==> config.mk <==
export PLATFORM = sky130hd
export DESIGN_NAME = rf_write_arbiter
export DESIGN_NICKNAME = d
export VERILOG_FILES = /design/src/rtl/rf_write_arbiter.sv
export SDC_FILE = /design/constraint.sdc
export NUM_CORES = 1
export LEC_CHECK = 0
export CAP_MARGIN = 5
export CORE_MARGIN = 2
export CORE_UTILIZATION = 37
export CTS_BUF_LIST = sky130_fd_sc_hd__clkbuf_4 sky130_fd_sc_hd__clkbuf_8 sky130_fd_sc_hd__clkbuf_16
export DETAILED_ROUTE_END_ITERATION = 10
export PLACE_DENSITY = 0.76
export SLEW_MARGIN = 20
export SYNTH_ARGS = -nofsm -noshare
export SYNTH_HDL_FRONTEND = slang
export SYNTH_SLANG_ARGS = --single-unit
==> constraint.sdc <==
create_clock -name clk -period 1.3 [get_ports clk]
set_input_delay 0.26 -clock clk [delete_from_list [all_inputs] [get_ports clk]]
set_output_delay 0.26 -clock clk [all_outputs]
set_load 0.01 [all_outputs]
==> src/rtl/rf_write_arbiter.sv <==
`default_nettype none
// ============================================================================
// Module      : rf_write_arbiter
// Description : Two-requester write arbiter for an 8 x 16-bit register file.
//               Round-robin between ALU (A) and load (B) writebacks with a
//               registered single write port, plus a sweep that writes
//               INIT_VALUE into all eight registers after reset or on request.
// Revision    : 1.0 - initial release
// ============================================================================
module rf_write_arbiter #(
  parameter logic [15:0] INIT_VALUE     = 16'h0000,
  parameter bit          CLEAR_ON_RESET = 1'b1
) (
  input  logic        clk,
  input  logic        reset,
  input  logic        clear,
  input  logic        a_valid,
  output logic        a_ready,
  input  logic [2:0]  a_dr,
  input  logic [15:0] a_data,
  input  logic        b_valid,
  output logic        b_ready,
  input  logic [2:0]  b_dr,
  input  logic [15:0] b_data,
  output logic        we,
  output logic [2:0]  dr,
  output logic [15:0] wdata,
  output logic        init_done
);

  typedef enum logic [0:0] {
    ST_CLEAR = 1'b0,
    ST_RUN   = 1'b1
  } state_t;

  state_t      state;
  logic [2:0]  cnt;
  // 1 when A received the most recent grant, 0 when B did.
  logic        last_a;
  logic        a_fire;
  logic        b_fire;

  // Readiness depends only on state, clear, the other side's valid and the
  // last grant, so a requester never sees its own valid loop back.
  always_comb begin
    a_ready = (state == ST_RUN) & ~clear & (~b_valid | ~last_a);
    b_ready = (state == ST_RUN) & ~clear & (~a_valid |  last_a);
    a_fire  = a_valid & a_ready;
    b_fire  = b_valid & b_ready;
  end

  // Sweep / run sequencing and the registered register-file write port.
  always_ff @(posedge clk) begin
    if (reset) begin
      state     <= CLEAR_ON_RESET ? ST_CLEAR : ST_RUN;
      we        <= 1'b0;
      dr        <= 3'd0;
      wdata     <= 16'h0000;
      cnt       <= 3'd0;
      last_a    <= 1'b0;
      init_done <= 1'b0;
    end else begin
      case (state)
        ST_CLEAR: begin
          // clear is deliberately ignored here: the running sweep completes.
          we    <= 1'b1;
          dr    <= cnt;
          wdata <= INIT_VALUE;
          cnt   <= cnt + 3'd1;
          if (cnt == 3'd7) begin
            state     <= ST_RUN;
            init_done <= 1'b1;
            cnt       <= 3'd0;
          end
        end
        default: begin
          init_done <= 1'b1;
          if (clear) begin
            state     <= ST_CLEAR;
            init_done <= 1'b0;
            cnt       <= 3'd0;
            we        <= 1'b0;
          end else if (a_fire) begin
            we     <= 1'b1;
            dr     <= a_dr;
            wdata  <= a_data;
            last_a <= 1'b1;
          end else if (b_fire) begin
            we     <= 1'b1;
            dr     <= b_dr;
            wdata  <= b_data;
            last_a <= 1'b0;
          end else begin
            // Idle cycle: drop the strobe, leave dr/wdata as they were.
            we <= 1'b0;
          end
        end
      endcase
    end
  end

endmodule
`default_nettype wire
==> impl_metrics.env <==
export IMPL_cp_required_ps=1040
export IMPL_fin_cells=272
export IMPL_antenna_found_initial=0
export IMPL_met3_usage_pct=4.45
export IMPL_seq_area_um2=522
export IMPL_post_route_min_period_ps=1280
export IMPL_slew_headroom_pct=76.8
export IMPL_cts_tree="yes"
export IMPL_drive_gt1_share_pct=17.4
export IMPL_routed_wl_um=4230
export IMPL_cp_start_kind="flop"
export IMPL_syn_area_um2=1400
export IMPL_grt_overflow=0
export IMPL_h_tree_depth=1
export IMPL_synth_area_leader_cell="dfxtp_1"
export IMPL_hold_depth=3
export IMPL_endpoint_kind="primary output"
export IMPL_clock_latency_ps=270
export IMPL_portBuffers=65
export IMPL_wire_per_inst_um=15.5
export IMPL_multi_input_area_um2=785
export IMPL_die_y_um=65.5
export IMPL_yosysWarnings=0
export IMPL_cts_path_max_buffers=2
export IMPL_hold_buffers=0
export IMPL_ant_nets=0
export IMPL_hold_class="in -> reg"
export IMPL_synthDistinctLibCells=31
export IMPL_slew_viol_final=0
export IMPL_grt_max_degree=39
export IMPL_first_pass_iters=4
export IMPL_row_count=22
export IMPL_avgSynthCellArea_um2=8.85
export IMPL_vias=1563
export IMPL_max_slew_worst_pin_slew_ps=348
export IMPL_gp_congestion=0.833
export IMPL_dp_cells=266
export IMPL_diodes=0
export IMPL_dieArea_um2=4290
export IMPL_arrival_ps=1020
export IMPL_viasPerCell=5.75
export IMPL_clock_sinks=26
export IMPL_cts_root_buffer="clkbuf_8"
export IMPL_drt_first_iter_violations=104
export IMPL_path_class="reg -> out"
export IMPL_grt_pass1_vias=1423
export IMPL_outcome="complete, no violations"
export IMPL_synth_area_leaders="dfxtp_1 37%, a311oi_1 10%, o31ai_1 8.6%"
export IMPL_grtUsageTotal_pct=19.6
export IMPL_synth_top_area_share_pct=37.2
export IMPL_power_leakage_nw=0.830
export IMPL_fmax_mhz=781
export IMPL_nFillCells=337
export IMPL_synth_nets=203
export IMPL_gr_max_usage_layer="met2"
export IMPL_path_clk_slew_ps=90
export IMPL_grt_setup_unrepaired="yes"
export IMPL_maxCapViolations=0
export IMPL_synth_cells=158
export IMPL_dp_hpwl_um=2800
export IMPL_vdd_drop_max_uv=540
export IMPL_nets=270
export IMPL_synth_seq_area_share_pct=37.2
export IMPL_grt_pass1_wl_um=6650
export IMPL_io_pins=66
export IMPL_p_per_area_nw_per_um2=727
export IMPL_core_area_um2=3630
export IMPL_use_met1_pct=25.8
export IMPL_gr_usage_met2_pct=32.1
export IMPL_layout_commonest_cell="clkdlybuf4s50_1"
export IMPL_ys_seq_elements=26
export IMPL_holdWs_ps=450
export IMPL_cts_made_buffers=3
export IMPL_skew_ps=9.21
export IMPL_drc=0
export IMPL_start_util_pct=38.5
export IMPL_r2r_worst_path_cells=4
export IMPL_final_cell_mix="39 x clkdlybuf4s50_1, 25 x dfxtp_1, 23 x a21oi_1, 23 x dlygate4sd2_1, 16 x nand4_1"
export IMPL_hold_violations=0
export IMPL_period_share_pct=98.5
export IMPL_cp_max_fo=3
export IMPL_syn_to_final_growth_pct=60.1
export IMPL_die_w_um=65.5
export IMPL_setup_violations=0
## worst max-delay path: stages, from the launching register on
cell     delay, ps
dfxtp_2        350
and2b_4        170
o21a_1         110
buf_2          120
## what timing repair did
action                                  CTS  global route
buffers inserted                          1             0
pin swaps                                 2             0
cloned                                    0             1
gates resized for setup                  38            17
hold endpoints to repair                  0             0
endpoints found under the setup margin   45            20
## where the power goes
group	total (mW)	internal, mW	switching, mW
Combinational	0.267	0.170	0.0973
Sequential	0.823	0.812	0.0109
Clock	0.536	0.271	0.265
## cell usage after synthesis (all sizes together)
cell	n
nand2b	5
dfxtp	26
and2b	4
buf	14
o21bai	1
nor2	4
o31ai	16
nor4	6
a311oi	16
nor3	1
nand2	2
and2	1
o21ai	1
a2111oi	3
o21a	1
nand3	1
or2	1
a221oi	3
clkbuf	8
nand3b	2
nand4	16
ha	2
inv	1
a21oi	23
## through the flow
| step | setup slack (ps) | setup TNS, ps | util (%) | power (mW) | cell area (µm²) |
|---|---|---|---|---|---|
| floorplan | 78.1 | 0 | - | 0.928 | 1400 |
| global placement | -609 | -12110 | 58.4 | 1.11 | 2120 |
| detailed placement | -627 | -12720 | 58.4 | 1.11 | 2120 |
| CTS | 4.51 | 0 | 59.7 | 1.63 | 2170 |
| global route | -23.4 | -56.7 | 61.6 | 1.70 | 2240 |
| finish | 19.0 | 0 | 61.6 | 1.63 | 2240 |
## path summary, 6_finish.rpt
kind         startpoint   endpoint  slack, ps
max reg2reg       state  wdata[10]         90
min               clear     cnt[2]        450
min reg2reg      cnt[1]     cnt[1]        510
max               state    b_ready         20
## routing by layer
layer / part of all wire, % / vias up
met1: 43 / 724
met5: 0 / -
li1: - / 768
met3: 7.3 / 4
met2: 49 / 67
met4: 0.99 / 0
## kinds of logic after synthesis
family / Yosys count / synth area share (%)
AND/OR/NAND/NOR: 43 / 19.6
flip-flops: 26 / 37.2
AO/OA/AOI/OAI: 64 / 32.1
buffers and inverters: 23 / 9.31
adder cells (fa/ha/maj): 2 / 1.79
## sequential cells by signal, summed over array words and instances, names as in the netlist
register / flops
wdata: 16
cnt: 3
dr: 3
init_done: 1
last_a: 1
state: 1
we: 1
## area by class of cell
type / count / area share (%)
well taps: 48 / 2.68
inverters: 1 / 0.168
flip-flops and latches: 26 / 23.3
multi-input cells: 109 / 35.1
repair buffers: 84 / 36.3
clock buffers: 4 / 2.46
Note: power is estimated with default switching activity, not from simulation.
